## config.mk

```make
export PLATFORM = sky130hd
export DESIGN_NAME = mem_arbiter
export DESIGN_NICKNAME = d
export VERILOG_FILES = /design/src/rtl/mem_arbiter.sv
export SDC_FILE = /design/constraint.sdc
export NUM_CORES = 1
export LEC_CHECK = 0
export CELL_PAD_IN_SITES_DETAIL_PLACEMENT = 2
export CELL_PAD_IN_SITES_GLOBAL_PLACEMENT = 2
export CORE_UTILIZATION = 10
export DETAILED_ROUTE_END_ITERATION = 10
export PLACE_DENSITY = 0.94
export SKIP_CTS_REPAIR_TIMING = 1
export SYNTH_ARGS = -nofsm -noshare
export SYNTH_HDL_FRONTEND = slang
export SYNTH_SLANG_ARGS = --single-unit
```

## constraint.sdc

```tcl
create_clock -name clk -period 1.6 [get_ports clk]
set_clock_uncertainty 0.15 [all_clocks]
set_input_delay 0.16 -clock clk [delete_from_list [all_inputs] [get_ports clk]]
set_output_delay 0.16 -clock clk [all_outputs]
set_load 0.02 [all_outputs]
```

## src/rtl/mem_arbiter.sv

```systemverilog
// Two-master arbiter sharing one memory port; ownership held from issue to completion.
// Optional round-robin contention policy via `MEM_ARB_RR_EN (default: fixed m0 priority).
module mem_arbiter #(
  parameter int MEM_ADDR_WIDTH = 20,
  parameter int DATA_WIDTH     = 16
) (
  input  logic                      clk,
  input  logic                      rst,
  input  logic [MEM_ADDR_WIDTH-1:0] m0_addr,
  input  logic [DATA_WIDTH-1:0]     m0_data_in,
  input  logic                      m0_r_en,
  input  logic                      m0_w_en,
  output logic                      m0_rdy,
  output logic                      m0_cplt,
  input  logic [MEM_ADDR_WIDTH-1:0] m1_addr,
  input  logic [DATA_WIDTH-1:0]     m1_data_in,
  input  logic                      m1_r_en,
  input  logic                      m1_w_en,
  output logic                      m1_rdy,
  output logic                      m1_cplt,
  output logic [DATA_WIDTH-1:0]     m_data_out,
  output logic [MEM_ADDR_WIDTH-1:0] mem_addr,
  output logic [DATA_WIDTH-1:0]     mem_data_in,
  output logic                      mem_r_en,
  output logic                      mem_w_en,
  input  logic [DATA_WIDTH-1:0]     mem_data_out,
  input  logic                      mem_rdy,
  input  logic                      mem_cplt
);

  typedef enum logic [1:0] {
    IDLE  = 2'd0,
    ISSUE = 2'd1,
    WAIT  = 2'd2
  } state_e;

  state_e state_q, state_d;
  logic   gnt_q, gnt_d;
`ifdef MEM_ARB_RR_EN
  logic   last_q, last_d;
`endif

  logic pend0, pend1, any_pend;
  logic arb_win;
  logic gnt_pend, gnt_r, gnt_w;
  logic in_issue, in_wait;

  assign pend0    = m0_r_en | m0_w_en;
  assign pend1    = m1_r_en | m1_w_en;
  assign any_pend = pend0 | pend1;

  assign gnt_r    = gnt_q ? m1_r_en : m0_r_en;
  assign gnt_w    = gnt_q ? m1_w_en : m0_w_en;
  assign gnt_pend = gnt_r | gnt_w;

  assign in_issue = (state_q == ISSUE);
  assign in_wait  = (state_q == WAIT);

  // Winner when both pend: the master not served last, or always m0.
  always_comb begin
`ifdef MEM_ARB_RR_EN
    arb_win = (pend0 & pend1) ? ~last_q : pend1;
`else
    arb_win = pend1 & ~pend0;
`endif
  end

  always_comb begin
    state_d = state_q;
    gnt_d   = gnt_q;
`ifdef MEM_ARB_RR_EN
    last_d  = last_q;
`endif
    unique case (state_q)
      IDLE: begin
        if (any_pend) begin
          gnt_d   = arb_win;
          state_d = ISSUE;
        end
      end
      ISSUE: begin
        if (!gnt_pend) begin
          state_d = IDLE;
        end else if (mem_rdy) begin
          state_d = WAIT;
`ifdef MEM_ARB_RR_EN
          last_d  = gnt_q;
`endif
        end
      end
      WAIT: begin
        if (mem_cplt) begin
          if (any_pend) begin
            gnt_d   = arb_win;
            state_d = ISSUE;
          end else begin
            state_d = IDLE;
          end
        end
      end
      default: state_d = IDLE;
    endcase
  end

  always_ff @(posedge clk or negedge rst) begin
    if (!rst) begin
      state_q <= IDLE;
      gnt_q   <= 1'b0;
`ifdef MEM_ARB_RR_EN
      last_q  <= 1'b1;
`endif
    end else begin
      state_q <= state_d;
      gnt_q   <= gnt_d;
`ifdef MEM_ARB_RR_EN
      last_q  <= last_d;
`endif
    end
  end

  // Write takes precedence if a master raises both enables.
  assign mem_w_en = in_issue & gnt_w;
  assign mem_r_en = in_issue & gnt_r & ~gnt_w;

  assign mem_addr    = in_issue ? (gnt_q ? m1_addr : m0_addr) : '0;
  assign mem_data_in = in_issue ? (gnt_q ? m1_data_in : m0_data_in) : '0;

  assign m0_rdy  = in_issue & ~gnt_q & pend0 & mem_rdy;
  assign m1_rdy  = in_issue &  gnt_q & pend1 & mem_rdy;
  assign m0_cplt = in_wait  & ~gnt_q & mem_cplt;
  assign m1_cplt = in_wait  &  gnt_q & mem_cplt;

  assign m_data_out = mem_data_out;

endmodule

```

# Word-level counts from Yosys, hierarchy flattened
# Cells that the tools add are included.
# classes
n_eq_ne	5
n_shift	0
n_div	0
mux	15
mul	0
n_bitwise	21
n_addsub	0
n_lt_le_gt_ge	0
n_reduce_logical	4
# op_table
op	n
20-bit two-way mux	2
16-bit two-way mux	2
1-bit AND	14
2-bit two-way mux	4
2-bit case mux with 3 select lines	1
1-bit two-way mux	5
2-bit != test, second input constant	2
1-bit OR	4
3-bit != test, second input constant	1
1-bit inverter	3
3-bit AND reduction	1
2-bit by 1-bit == test with 1-bit output, second input constant	1
2-bit == test, second input constant	1
2-bit logical NOT	1
1-bit case mux with 2 select lines	1
2-bit AND reduction	1
2-bit nonzero test	1
# totals
word_cells	47
romBits	0
out_inout_bits	58
mem_count	0
ramBits	0
inputBits	96
latchBits	0
ff_bits	3

# Longest topological paths before layout
# Gate-level depths: netlist of run 1.
# depth
ltp_word	6
ltp_mapped	4
mapped_depth_nobuf	3

# Least setup slack after synthesis of run 1
# No wires, ideal clock.
# synth_path
path_kind	reg-to-output
startpoint	register gnt_q
endpoint	output m1_rdy
stages_incl_launch_ff	4
path_buffers	2
t_arrival_ns	1.175
setup_slack_ns	0.115
required_ns	1.290
path_cell_list	dfrtp_1 -> buf_6 -> buf_4 -> nor3b_1
# synth_via
elab_chain_len	3
# synth_lines
item	line	rtl
start, declared	38	logic gnt_q, gnt_d;
start signal, assigned	114	gnt_q <= gnt_d;
1-bit AND (3 in series)	129	assign m1_rdy = in_issue & gnt_q & pend1 & mem_rdy;
end, declared	19	output logic m1_rdy,
# No other way between the ends.

# Final worst setup path of run 1
# layout_path
startpoint	register gnt_q
endpoint	output mem_data_in[3]
# layout_via
elab_chain_len	2
# layout_lines
item	line	rtl
16-bit two-way mux (2 in series)	126	assign mem_data_in = in_issue ? (gnt_q ? m1_data_in : m0_data_in) : '0;
end, declared	23	output logic [DATA_WIDTH-1:0] mem_data_in,
# No other way between the ends.

==> flow_metrics.tcl, run 1 <==
set metrics [dict create \
    grt_usage_pct 9.88 \
    final-hold-violation-count 3 \
    endpoint_kind "output pin" \
    drv_cap 0 \
    worstPathCellList "buf_12 -> mux2i_2 -> nor2_1 -> dlymetal6s2s_1" \
    die_w_um 98.5 \
    netlist_instances 124 \
    post-route-period-util_pct 108 \
    setup_viol 26 \
    grt_use_met1_pct 9.64 \
    grt_pass1_wl_um 7650 \
    seq_power_share_pct 5.6 \
    placedCellCount 342 \
    drtAntennaViolNets 0 \
    finalPower_mw 3.21 \
    first_global_vias 1543 \
    use_met2_pct 20.8 \
    p_int_mw 1.55 \
    die_h_um 98.5 \
    core_um2 8890 \
    syn_area_um2 932 \
    r2r_start "gnt_q" \
    viasPerCell 3.90 \
    dp_hpwl_um 4170 \
    holdWs_ns -0.0219 \
    final_common_cell "clkdlybuf4s50_1" \
    initial_core_util_pct 10.5 \
    area_growth_pct 132 \
    wl_um 5090 \
    cts_tree "yes" \
    violations "design-rule violations, negative hold slack, negative setup slack" \
    overflow 0 \
    ys_types 22 \
    cp_max_fo 16 \
    max-vdd-ir-drop_v 0.000460 \
    use_met3_pct 1.49 \
    yosys_warnings 0 \
    antenna_found_initial 0 \
    nets 336 \
    fin_util_pct 24.3 \
    cts-root-buf "clkbuf_8" \
    layoutNonFillerInstCount 347 \
    syn_area_per_cell_um2 7.52 \
    p_sw_mw 1.67 \
    routedWlPerCell_um 14.7 \
    crit_path_top_delay_cell "dfrtp_2" \
    ys_seq_elements 3 \
    p_clk_share_pct 7.0 \
    drt_pre_antenna_iters 7 \
    crit_type "flop to output pin" \
    drv_slew 0 \
    cts_sinks 3 \
    htree_levels 1 \
    drtIter0Drc 15 \
    row_count 34 \
    worstSetupStartpointType "flop" \
    final_cell_mix "clkdlybuf4s50_1 (78), nor2_1 (40), mux2i_1 (36)" \
    num_antenna_cells 0 \
    p_leak_nw 1.06 \
    vias 1354 \
    worstHoldPathType "primary input to async pin" \
    die_area_um2 9710 \
    pwr-share-comb_pct 87.4 \
    min_period_ns 1.73 \
    startpoint "gnt_q" \
    ios 154 \
    cts.path.max_buffers 2 \
    grt_max_degree 22 \
    grt-busiest-layer "met2" \
    numCtsBuffers 3 \
    place_area_um2 2210 \
    clock_latency_ns 0.22 \
    critPathArrivalTime_ns 1.42 \
    seq_area_frac_synth_pct 8.05 \
    worstMarginPinSlew_ns 0.354 \
    power.density_nw_per_um2 1490 \
    gp_congestion 0.704 \
    drc_errors 12 \
    cpPeakStageDelay_ns 0.45 \
    required_ns 1.29 \
    fmax_ghz 0.578 \
    final_cell_area_um2 2160 \
    p_sw_share_pct 51.9 \
    fin_ws_ns -0.130 \
    rsz0062_at_grt "yes" \
    drive_above_1_share_pct 26.8 \
    syn_nets 220 \
    status "finished, violations left" \
    port_buffers 121 \
    clk_pin_slew_ns 0.03 \
    slew_headroom_pct 76.2 \
]
[worst max-delay path, delay by kind of cell, from the launching register on]
family,cells,cell delay [ns]
mux,1,0.16
flops,1,0.45
simple gates,1,0.12
buf+inv,2,0.46
[cell usage after synthesis (all sizes together)]
library cell | instances | area share (%)
and3 | 1 | 0.67
nand2b | 1 | 0.67
a211oi | 1 | 0.81
nand2 | 2 | 0.81
nor3b | 1 | 0.81
o32a | 1 | 1.1
nor3 | 1 | 0.54
o32ai | 1 | 1.7
nor2b | 1 | 0.67
o22a | 1 | 0.94
mux2i | 37 | 40
a21o | 1 | 0.81
nor4 | 1 | 0.67
mux2 | 1 | 1.6
buf | 25 | 21
inv | 2 | 0.81
nand3b | 1 | 0.81
o2bb2ai | 1 | 0.94
dfrtp | 3 | 8.1
nor2 | 41 | 17
[stage by stage]
stage	setup TNS [ns]	setup slack, ns
floorplan	0	0.115
global placement	-8.40	-0.388
detailed placement	-10.31	-0.441
CTS	-19.49	-0.509
global route	-2.81	-0.166
finish	-0.802	-0.130
[metal layers]
layer	up-vias	share of wire [%]
met1	632	33
met2	82	55
li1	634	-
met3	6	11
met4	0	0.94
met5	-	0
[cell families after synthesis]
| group | Yosys count | share of synthesized area (%) |
|---|---|---|
| AO/OA/AOI/OAI | 6 | 6.31 |
| buffers and inverters | 27 | 22.1 |
| flip-flops | 3 | 8.05 |
| multiplexers | 38 | 41.3 |
| AND/OR/NAND/NOR | 50 | 22.2 |
[worst paths after layout]
path / to / slack [ns] / cells past startpoint
worst max-delay path: mem_data_in[3] / -0.13 / 4
worst min-delay path: gnt_q / -0.02 / 1
worst max register to register: state_q[0] / 0.21 / 3
worst min register to register: state_q[1] / 0.57 / 2
max in group asynchronous: state_q[0] / 1.16 / 1
min in group clk: m_data_out[6] / 0.17 / 0
[area by class of cell]
type	instances	area, µm²
clock buffers	4	45.0
fillers	1040	6730
inverters	2	7.51
multi-input cells	94	674
flip-flops and latches	3	77.6
well taps	108	135
repair buffers	136	1220
[state kept, by name, indices dropped and copies added (netlist names)]
signal and flops:
gnt_q 1, state_q 2
[power groups by stage]
| stage | Clock, mW | Combinational [mW] | Sequential, mW |
|---|---|---|---|
| 6_report | 0.223 | 2.81 | 0.180 |
| 5_1_grt | 0.232 | 3.00 | 0.184 |
| 4_1_cts | 0.229 | 3.08 | 0.177 |
| 3_5_place_dp | 0 | 3.07 | 0.177 |
| 3_3_place_gp | 0 | 2.97 | 0.171 |
| 2_1_floorplan | 0 | 1.77 | 0.139 |
Note: power is estimated with default switching activity, not from simulation.
==> run 2, diff against run 1 <==
--- a/config.mk
+++ b/config.mk
@@ -5,11 +5,13 @@
 export SDC_FILE = /design/constraint.sdc
 export NUM_CORES = 1
 export LEC_CHECK = 0
+export ABC_AREA = 0
 export CELL_PAD_IN_SITES_DETAIL_PLACEMENT = 2
 export CELL_PAD_IN_SITES_GLOBAL_PLACEMENT = 2
-export CORE_UTILIZATION = 10
+export CORE_UTILIZATION = 25
 export DETAILED_ROUTE_END_ITERATION = 10
-export PLACE_DENSITY = 0.94
+export DONT_BUFFER_PORTS = 1
+export PLACE_DENSITY = 0.81
 export SKIP_CTS_REPAIR_TIMING = 1
 export SYNTH_ARGS = -nofsm -noshare
 export SYNTH_HDL_FRONTEND = slang
==> flow_metrics.tcl, run 2 (same netlist as run 1, synthesis figures left out) <==
set metrics [dict create \
    num-fill-cells 387 \
    cts_tree "yes" \
    fin_ws_ns -0.0550 \
    grt_max_degree 40 \
    final_common_cell "buf_4" \
    htree_levels 1 \
    p_int_mw 1.59 \
    die_area_um2 3980 \
    power.density_nw_per_um2 2460 \
    die_w_um 63.1 \
    cts_sinks 3 \
    rsz0062_at_grt "yes" \
    fin_util_pct 38.7 \
    endpoint_kind "output pin" \
    wl_um 4450 \
    overflow 0 \
    top_register "state_q" \
    antenna_found_initial 0 \
    drv_cap 0 \
    preCtsSetupSlack_ns 0.189 \
    cts.path.max_buffers 2 \
    numCtsBuffers 3 \
    seq_power_share_pct 5.6 \
    grt_usage_pct 18.0 \
    clk_pin_slew_ns 0.04 \
    setup_viol 14 \
    row_count 21 \
    critPathBufInv 1 \
    drv_slew 0 \
    cp_max_fo 4 \
    drt_pre_antenna_iters 4 \
    port_buffers 0 \
    p_sw_mw 1.69 \
    final-hold-violation-count 0 \
    num_antenna_cells 0 \
    viasPerCell 5.16 \
    post-route-period-util_pct 103 \
    critPathArrivalTime_ns 1.35 \
    largest_reg_flops 2 \
    vias 1032 \
    min_period_ns 1.66 \
    drc_errors 0 \
    violations "negative setup slack" \
    worstSetupStartpointType "flop" \
    clock_latency_ns 0.23 \
    crit_path_top_delay_cell "dfrtp_1" \
    status "finished, violations left" \
    routedWlPerCell_um 22.2 \
    worstPathCellList "nand3b_1 -> nor3b_1 -> buf_4" \
    nets 251 \
    p_sw_share_pct 51.4 \
    required_ns 1.29 \
    drtIter0Drc 28 \
    first_global_vias 1054 \
    p_clk_share_pct 7.2 \
    cpPeakStageDelay_ns 0.40 \
    die_h_um 63.1 \
    drtAntennaViolNets 0 \
    ios 154 \
    max-vdd-ir-drop_v 0.00109 \
    final_cell_mix "buf_4 (41), nor2_1 (36), mux2i_1 (35)" \
    pwr-share-comb_pct 87.2 \
    slew_headroom_pct 64.7 \
    grt_pass1_wl_um 5510 \
    dp_hpwl_um 3150 \
    largest_registers "state_q: 2 flops, gnt_q: 1 flops" \
    gp_congestion 0.744 \
    holdWs_ns 0.00698 \
    initial_core_util_pct 27.1 \
    cp_top_family "simple AND/OR/NAND/NOR gates" \
    drive_above_1_share_pct 42.9 \
    crit_type "flop to output pin" \
    worstMarginPinSlew_ns 0.525 \
    p_leak_nw 0.665 \
    worstHoldPathType "primary input to flop" \
    cts-root-buf "clkbuf_8" \
    area_growth_pct 42.8 \
    fmax_ghz 0.604 \
    core_um2 3440 \
]
==> run 2: changes by cell type in the layout (fill, tap and decap cells not counted), sizes merged <==
cell / delta
dlygate4sd3: +2
dlymetal6s2s: -6
clkdlybuf4s50: -78
clkbuf: -3
==> run 2: layer usage <==
| metal | global-route usage, % | up-vias | part of all wire, % |
|---|---|---|---|
| li1 | - | 466 | - |
| met1 | 16.8 | 491 | 34 |
| met2 | 37.0 | 63 | 58 |
| met3 | 3.80 | 12 | 6.1 |
| met4 | 6.40 | 0 | 2.0 |
| met5 | 0 | - | 0 |
==> run 2: worst paths after layout <==
| path | cells after the start | to | start | slack [ns] |
|---|---|---|---|---|
| worst max-delay path | 3 | m1_rdy | state_q[1] | -0.06 |
| worst min-delay path | 2 | state_q[0] | m1_w_en | 0.007 |
| worst max register to register | 3 | state_q[1] | gnt_q | 0.17 |
| worst min register to register | 2 | state_q[0] | state_q[0] | 0.55 |
| max in group asynchronous | 1 | gnt_q | rst | 1.07 |
| min in group asynchronous | 1 | state_q[0] | rst | 0.05 |
==> run 2: layout make-up <==
type,count,area [µm²],area share [%]
sequential,3,77.6,5.83
tap,46,57.6,4.32
inverter,2,7.51,0.564
clock buffer,4,45.0,3.38
timing repair buffer,51,458,34.4
multi-input combinational,94,686,51.5
==> run 2: power groups by stage <==
stage	clock network (mW)	registers [mW]	logic [mW]
floorplan	0	0.139	1.77
global placement	0	0.164	2.43
detailed placement	0	0.169	2.55
CTS	0.223	0.170	2.57
global route	0.251	0.188	3.00
finish	0.237	0.184	2.86
==> run 2: worst reg2reg max path, stage by stage (launching register included) <==
cell and delay [ns]:
dfrtp_2 0.41, buf_12 0.22, mux2_4 0.35, o2bb2ai_1 0.21
==> run 2: metrics by stage <==
step / cells / setup TNS, ns / instance area [µm²] / power [mW]
floorplan: 124 / 0 / 932 / 1.91
global placement: 189 / 0 / 1160 / 2.59
detailed placement: 189 / 0 / 1160 / 2.72
CTS: 193 / -0.305 / 1200 / 2.97
global route: 200 / -1.69 / 1330 / 3.44
finish: 200 / -0.320 / 1330 / 3.28
==> run 3, diff against run 2 <==
--- a/config.mk
+++ b/config.mk
@@ -6,6 +6,7 @@
 export NUM_CORES = 1
 export LEC_CHECK = 0
 export ABC_AREA = 0
+export CAP_MARGIN = 30
 export CELL_PAD_IN_SITES_DETAIL_PLACEMENT = 2
 export CELL_PAD_IN_SITES_GLOBAL_PLACEMENT = 2
 export CORE_UTILIZATION = 25
==> results of run 3 <==
No change in the layout: final DEF, timing and power equal those of run 2.
